--- config.mk ---
export PLATFORM = sky130hd
export DESIGN_NAME = matmul_sequencer
export DESIGN_NICKNAME = d
export VERILOG_FILES = /design/src/rtl/matmul_pkg.sv /design/src/rtl/matmul_mac.sv /design/src/rtl/matmul_sequencer.sv
export SDC_FILE = /design/constraint.sdc
export NUM_CORES = 1
export LEC_CHECK = 0
export CORE_MARGIN = 4
export CORE_UTILIZATION = 28
export DETAILED_ROUTE_END_ITERATION = 16
export PLACE_DENSITY = 0.55
export RECOVER_POWER = 100
export SETUP_SLACK_MARGIN = 0.05
export SLEW_MARGIN = 20
export SYNTH_ARGS = -nofsm -noshare
export SYNTH_HDL_FRONTEND = slang
export SYNTH_HIERARCHICAL = 1
export SYNTH_SLANG_ARGS = --single-unit
--- constraint.sdc ---
create_clock -name clk -period 6.65 [get_ports clk]
set_input_delay 0.665 -clock clk [delete_from_list [all_inputs] [get_ports clk]]
set_output_delay 0.665 -clock clk [all_outputs]
set_load 0.01 [all_outputs]
--- src/rtl/matmul_pkg.sv ---
// Shared types and default constants for the matrix-multiply sequencer.
// The saturating datapath is selected with the MATMUL_SAT_EN macro.
package matmul_pkg;

    localparam int DEF_N  = 3;
    localparam int DEF_AW = 16;
    localparam int DEF_DW = 16;

    localparam logic [DEF_DW-1:0] SAT_LIMIT = {DEF_DW{1'b1}};

    typedef enum logic [2:0] {
        IDLE = 3'd0,
        RD_A = 3'd1,
        RD_B = 3'd2,
        WR_C = 3'd3,
        DONE = 3'd4
    } state_e;

endpackage

--- src/rtl/matmul_mac.sv ---
// Multiply-accumulate unit: holds the A operand and the running dot-product sum.
// MATMUL_SAT_EN selects clamping at all-ones; otherwise results wrap modulo 2^DW.
module matmul_mac
    import matmul_pkg::*;
#(
    parameter int DW = DEF_DW
) (
    input  logic          clk,
    input  logic          rst_n,
    input  logic          clr_i,
    input  logic          load_a_i,
    input  logic          accum_i,
    input  logic [DW-1:0] rdata_i,
    output logic [DW-1:0] acc_o
);

    localparam int PW = 2 * DW;

    logic [DW-1:0] a_q;
    logic [DW-1:0] a_d;
    logic [DW-1:0] acc_q;
    logic [DW-1:0] acc_d;
    logic [DW-1:0] sum_s;
    logic [PW-1:0] prod_s;

    assign prod_s = PW'(a_q) * PW'(rdata_i);

`ifdef MATMUL_SAT_EN
    localparam logic [DW-1:0] LIMIT = (DW <= DEF_DW) ? DW'(SAT_LIMIT) : {DW{1'b1}};

    logic [DW-1:0] prod_sat_s;
    logic [DW:0]   wide_sum_s;

    // Clamp the product first, then clamp the sum using its carry-out.
    assign prod_sat_s = (|prod_s[PW-1:DW]) ? LIMIT : prod_s[DW-1:0];
    assign wide_sum_s = {1'b0, acc_q} + {1'b0, prod_sat_s};
    assign sum_s      = wide_sum_s[DW] ? LIMIT : wide_sum_s[DW-1:0];
`else
    logic unused_prod_hi_s;

    assign unused_prod_hi_s = ^prod_s[PW-1:DW];
    assign sum_s            = acc_q + prod_s[DW-1:0];
`endif

    // Next-state selection for operand and accumulator registers.
    always_comb begin
        a_d   = a_q;
        acc_d = acc_q;
        if (load_a_i) begin
            a_d = rdata_i;
        end else begin
            a_d = a_q;
        end
        if (clr_i) begin
            acc_d = {DW{1'b0}};
        end else if (accum_i) begin
            acc_d = sum_s;
        end else begin
            acc_d = acc_q;
        end
    end

    // Operand and accumulator registers.
    always_ff @(posedge clk or negedge rst_n) begin
        if (!rst_n) begin
            a_q   <= {DW{1'b0}};
            acc_q <= {DW{1'b0}};
        end else begin
            a_q   <= a_d;
            acc_q <= acc_d;
        end
    end

    assign acc_o = acc_q;

endmodule

--- src/rtl/matmul_sequencer.sv ---
// Sequencer computing C = A x B over a shared data memory, with CPU pass-through when idle.
// Optional saturating arithmetic via MATMUL_SAT_EN (handled inside matmul_mac).
module matmul_sequencer
    import matmul_pkg::*;
#(
    parameter int N  = DEF_N,
    parameter int AW = DEF_AW,
    parameter int DW = DEF_DW
) (
    input  logic          clk,
    input  logic          rst_n,
    input  logic          start,
    input  logic [AW-1:0] base_a,
    input  logic [AW-1:0] base_b,
    input  logic [AW-1:0] base_c,
    output logic          busy,
    output logic          done,
    input  logic [AW-1:0] cpu_addr,
    input  logic [DW-1:0] cpu_wdata,
    input  logic          cpu_we,
    input  logic          cpu_re,
    output logic [DW-1:0] cpu_rdata,
    output logic          cpu_stall,
    output logic [AW-1:0] mem_addr,
    output logic [DW-1:0] mem_wdata,
    output logic          mem_we,
    output logic          mem_re,
    input  logic [DW-1:0] mem_rdata
);

    localparam int CW = (N > 1) ? $clog2(N) : 1;
    localparam logic [CW-1:0] LAST = CW'(N - 1);
    localparam logic [CW-1:0] ONE  = CW'(1);
    localparam logic [CW-1:0] ZERO = {CW{1'b0}};
    localparam logic [AW-1:0] N_A  = AW'(N);

    state_e        state_q;
    state_e        state_d;
    logic [CW-1:0] i_q;
    logic [CW-1:0] i_d;
    logic [CW-1:0] j_q;
    logic [CW-1:0] j_d;
    logic [CW-1:0] k_q;
    logic [CW-1:0] k_d;
    logic [AW-1:0] ba_q;
    logic [AW-1:0] ba_d;
    logic [AW-1:0] bb_q;
    logic [AW-1:0] bb_d;
    logic [AW-1:0] bc_q;
    logic [AW-1:0] bc_d;
    logic          busy_q;
    logic          done_q;

    logic          clr_s;
    logic          load_a_s;
    logic          accum_s;
    logic [DW-1:0] acc_s;
    logic [AW-1:0] a_addr_s;
    logic [AW-1:0] b_addr_s;
    logic [AW-1:0] c_addr_s;

    // Row-major element addresses; the AW-bit result wraps naturally.
    assign a_addr_s = ba_q + AW'(i_q) * N_A + AW'(k_q);
    assign b_addr_s = bb_q + AW'(k_q) * N_A + AW'(j_q);
    assign c_addr_s = bc_q + AW'(i_q) * N_A + AW'(j_q);

    matmul_mac #(
        .DW (DW)
    ) u_mac (
        .clk      (clk),
        .rst_n    (rst_n),
        .clr_i    (clr_s),
        .load_a_i (load_a_s),
        .accum_i  (accum_s),
        .rdata_i  (mem_rdata),
        .acc_o    (acc_s)
    );

    // Next-state, counter and memory-port mux logic.
    always_comb begin
        state_d   = state_q;
        i_d       = i_q;
        j_d       = j_q;
        k_d       = k_q;
        ba_d      = ba_q;
        bb_d      = bb_q;
        bc_d      = bc_q;
        clr_s     = 1'b0;
        load_a_s  = 1'b0;
        accum_s   = 1'b0;
        mem_addr  = {AW{1'b0}};
        mem_wdata = {DW{1'b0}};
        mem_we    = 1'b0;
        mem_re    = 1'b0;
        cpu_rdata = {DW{1'b0}};
        case (state_q)
            IDLE: begin
                mem_addr  = cpu_addr;
                mem_wdata = cpu_wdata;
                mem_we    = cpu_we;
                mem_re    = cpu_re;
                cpu_rdata = mem_rdata;
                if (start) begin
                    ba_d    = base_a;
                    bb_d    = base_b;
                    bc_d    = base_c;
                    i_d     = ZERO;
                    j_d     = ZERO;
                    k_d     = ZERO;
                    clr_s   = 1'b1;
                    state_d = RD_A;
                end else begin
                    state_d = IDLE;
                end
            end
            RD_A: begin
                mem_re   = 1'b1;
                mem_addr = a_addr_s;
                load_a_s = 1'b1;
                state_d  = RD_B;
            end
            RD_B: begin
                mem_re   = 1'b1;
                mem_addr = b_addr_s;
                accum_s  = 1'b1;
                if (k_q == LAST) begin
                    state_d = WR_C;
                end else begin
                    k_d     = k_q + ONE;
                    state_d = RD_A;
                end
            end
            WR_C: begin
                mem_we    = 1'b1;
                mem_addr  = c_addr_s;
                mem_wdata = acc_s;
                clr_s     = 1'b1;
                k_d       = ZERO;
                if (j_q == LAST) begin
                    j_d = ZERO;
                    if (i_q == LAST) begin
                        i_d     = ZERO;
                        state_d = DONE;
                    end else begin
                        i_d     = i_q + ONE;
                        state_d = RD_A;
                    end
                end else begin
                    j_d     = j_q + ONE;
                    state_d = RD_A;
                end
            end
            DONE: begin
                state_d = IDLE;
            end
            default: begin
                state_d = IDLE;
            end
        endcase
    end

    // State, counters, latched bases and status flags.
    always_ff @(posedge clk or negedge rst_n) begin
        if (!rst_n) begin
            state_q <= IDLE;
            i_q     <= ZERO;
            j_q     <= ZERO;
            k_q     <= ZERO;
            ba_q    <= {AW{1'b0}};
            bb_q    <= {AW{1'b0}};
            bc_q    <= {AW{1'b0}};
            busy_q  <= 1'b0;
            done_q  <= 1'b0;
        end else begin
            state_q <= state_d;
            i_q     <= i_d;
            j_q     <= j_d;
            k_q     <= k_d;
            ba_q    <= ba_d;
            bb_q    <= bb_d;
            bc_q    <= bc_d;
            busy_q  <= (state_d != IDLE);
            done_q  <= (state_d == DONE);
        end
    end

    assign busy      = busy_q;
    assign done      = done_q;
    assign cpu_stall = busy_q;

endmodule

==> results.md <==
Worst setup path:
- The sort of element at the end of the critical path is a register.
- Data arrives at the worst endpoint at roughly 6.4 ns.
- The category of the critical setup timing path is primary input to register.
- The worst setup path is launched from a primary input.
- The data required time of the worst path is about 7 ns.
- Of all nets on the critical path, the largest fanout is 9.

Drt:
- The number of iterations in the first detailed-routing pass is 5.
- In the routed layout, each cell is associated on average with a via count of between 4 and 5.
- After detailed routing, the total wire length is 29.89 mm.
- The first routing iteration left 422 violations.
- For this run, design rule violations remaining after detail routing come to 0.
- Across all layers, the routed design uses slightly above 8000 vias.
- The remaining antenna violation count is 0.
- Dividing the detail-routed wire length by the instance count gives 17.26 microns.

Yosys:
- The synthesized instance count is about 1100.
- Of all flip-flops after synthesis, the portion carrying an async set or reset was 100.0%.
- Synthesis instantiated between 60 and 70 different standard cells from the library.
- After Yosys synthesis, and, or, nand and nor cells account for between 15 and 20% of the synthesized area.
- After synthesis the netlist holds a flip-flop and latch count of 91.
- For this run, the number of Yosys warnings is 6.
- The area share of the largest cell type after synthesis is approximately 22%.
- The synthesized design contains 0 enable-type register cells.
- After Yosys synthesis, XOR and XNOR cells account for under 10% of the synthesized area.
- The area fraction in compound gates after synthesis is under 10%.
- The net count after synthesis is ~1400.
- The area of the mapped netlist is ~10000 sq um.
- In the post-synthesis netlist, the biggest area contributors are dfrtp_1 22%, fa_1 20%, ha_1 9.8%.
- After synthesis, the most frequently instantiated cells are 235 x nand2_1, 180 x inv_1, 103 x fa_1.
- After synthesis, the share of cell area in mux cells is around 4%.
- The sequential area share after synthesis is around 22%.
- The cell type contributing the most total cell area after synthesis is dfrtp_1.
- A synthesized cell averages 8.891 sq um.
- The main combinational cell family by area after synthesis is adder cells.
- The adder-cell share of the synthesized area is a little under a third.
- In the synthesized netlist the dominant register cell turns out to be dfrtp_1.
- The most common cell in the synthesized netlist is nand2_1.

GRT:
- The via count of the first global-routing pass is roughly 8500.
- Entering global routing, the biggest net connects 70 pins.
- The first-pass GRT wire length is about 48 mm.
- The total routing resource utilization after global routing is between 10% and 20%.
- The remaining global-route overflow is 0.
- The number of antenna violations at the first check in global routing is 2.

Min path:
- In this run the worst hold path is classified as register to register.

Floorplanning:
- The floorplan step defined a core boundary enclosing about 36000 sq um.
- The vertical die dimension is around 200 microns.
- The initial core utilization is around 28%.
- After floorplanning, the core was divided into slightly below 70 placement rows.
- The die footprint is just under 40000 sq um.
- The die width is a little under 200 microns.
- The top-level port count is roughly 150.

Finish:
- The final instance area is between 10000 and 15000 sq um.
- The post-route netlist has under 10% of its cells at a drive strength greater than 1.
- Relative to the synthesized area, the layout overhead comes to 21.98%.
- In the final design database the tool counted between 1500 and 2000 nets.
- The final antenna diode count is 0.

Clock tree:
- Once the clock tree was built, the resizer swapped 0 gates to a different size.
- The sink count of the clock tree is roughly 90.
- The setup fix buffers added after clock tree synthesis is 0.
- CTS placed an instance of clkbuf_16 at the clock tree root.
- In this run, post-CTS hold repair placed 0 buffers.
- TritonCTS built the clock tree.
- The number of clock buffers inserted by TritonCTS is 9.
- After clock tree synthesis, the clock-pin slew on the worst setup and hold paths is around 0.070 ns.
- The H-tree depth is 3.
- The clock passes through at most 2 buffers.
- The clock latency at the later pin of the worst-skew pair is ~0.36 ns.

Status:
- The flow ran to the end, but the final reports show violations.
- The final reports fail on capacitance limit, slew limit.

STA:
- The maximum clock skew at final layout is approximately 0.0082 ns.
- The final sum of negative setup slack is 0 ns.
- The portion of the clock cycle consumed by the worst path in the final layout is around 93%.
- The number of max-slew violations in the final report is ~220.
- At the pin with the least slew margin, the transition time is about 4.0 ns.
- Setup repair after global routing left no endpoint under its margin.
- The worst pin sits at a relative slew slack of -168.0%.
- The maximum clock frequency is around 160 MHz.
- The minimum clock period after layout is 6.164 ns.
- The final hold violation count is 0.
- The tightest hold path in the finished design has a slack of between 0.4 and 0.5 ns.
- The final number of setup-violating endpoints is 0.

Placement:
- Detailed placement finished with a half-perimeter wire length of 23.71 mm.
- The instance area at placement is around 12000 sq um.
- The congestion estimate from routability-driven global placement came to approximately 0.85.
- In this run the tool buffered the top-level ports with 153 buffer cells.

Power and ir drop:
- The switching part of the total power is 46.52%.
- The combinational fraction of design power is 71.5%.
- Sequential cells burn between 10% and 20% of the power.
- In this run the power density over the cells is around 350 nW/um^2.
- The switching power is about 2000 uW.
- The total internal power is between 2000 and 2500 uW.
- The relative contribution of the clock network to total power is a little over an eighth.
- In this run the static leakage power is just under 0.006 uW.
- VDD sags by at most 0.0002239 V.

Run:
- Max-cap violations in this run came to 4.
[per-stage QoR]
stage | utilization [%] | total power [uW] | std cells | worst slack, ns
2_1_floorplan | - | 3127 | 1139 | 1.127
5_1_grt | 34.65 | 4750 | 1732 | 0.2058
3_3_place_gp | 33.87 | 3715 | 1716 | 0.3810
4_1_cts | 34.72 | 4361 | 1732 | 0.6502
6_report | 34.65 | 4292 | 1732 | 0.4858
3_5_place_dp | 33.87 | 3788 | 1716 | 0.2683
[sequential cells by signal, summed over array words and instances, names as in the netlist]
name and cells:
ba_q 16, bb_q 16, bc_q 16, busy 1, done 1, i_q 2, j_q 2, k_q 2
state_q 3, u_mac/a_q 16, u_mac/acc_o 16
[path summary, 6_finish.rpt]
kind                                          start                          end  slack (ns)  cells after the start
hold / removal                  bc_q[3]$_DFFE_PN0P_          bc_q[3]$_DFFE_PN0P_        0.50                      2
setup reg to reg           u_mac/a_q[5]$_DFFE_PN0P_  u_mac/acc_o[15]$_DFFE_PN0P_        0.92                     18
min in group asynchronous                     rst_n               done$_DFF_PN0_        0.52                      1
max in group asynchronous                     rst_n  u_mac/acc_o[11]$_DFFE_PN0P_        1.72                      2
setup / recovery                       mem_rdata[2]  u_mac/acc_o[15]$_DFFE_PN0P_        0.49                     19
hold reg to reg                 bc_q[3]$_DFFE_PN0P_          bc_q[3]$_DFFE_PN0P_        0.50                      2
[metal layers]
layer | GRT usage [%] | up-vias | share of wire, %
li1 | - | 3873 | -
met1 | 21.49 | 3970 | 47
met2 | 25.71 | 191 | 48
met3 | 2.739 | 24 | 4.8
met4 | 2.346 | 4 | 1.0
met5 | 0 | - | 0.097
[power groups by stage]
stage,clock (uW),combinational [uW],sequential (uW)
after floorplan,0,2490,638
after global placement,0,3030,685
after detailed placement,0,3100,684
after CTS,570,3120,673
after global routing,587,3490,677
final,556,3070,667
[critical path, cell delays in order]
cell and delay, ns:
dlygate4sd3_1 0.75, clkbuf_1 0.36, nand2_1 0.13, fa_1 0.52, inv_1 0.05, fa_1 0.45
ha_1 0.25, fa_1 0.55, inv_1 0.05, fa_1 0.46, fa_1 0.54, inv_1 0.04
ha_1 0.34, o21a_1 0.17, o2111ai_1 0.10, o21ai_0 0.46, a31oi_4 0.15, xnor2_1 0.24
a211oi_2 0.10
[cell type report]
cell class / instances / area (sq um)
Timing Repair Buffer: 164 / 1593
Fill cell: 3725 / 23300
Clock inverter: 6 / 71.32
Sequential cell: 91 / 2277
Multi-Input combinational cell: 818 / 6923
Clock buffer: 10 / 229.0
Inverter: 182 / 683.2
Tap cell: 461 / 576.8
[cell usage in the layout (no fill, tap or decap), types with 12 or more instances in the layout]
master and n:
a211oi_1 12, dlygate4sd3_1 42, mux2_2 17, nand2_1 235, mux2i_1 14, inv_1 181, and2_0 12, ha_1 79
nor2_1 27, xnor2_1 41, dfrtp_1 91, clkdlybuf4s50_1 110, a21oi_1 23, and2_1 61, xor2_1 21, o21ai_0 19
fa_1 103, a22o_1 19
[logic make-up (layout without fill, tap and decap cells)]
kind of cell,after synthesis,after routing
buf+inv,230,362
flops,91,91
compound gates,137,137
xor+xnor,65,65
simple gates,399,399
mux,35,35
fa+ha+maj,182,182
Note: power is estimated with default switching activity, not from simulation.
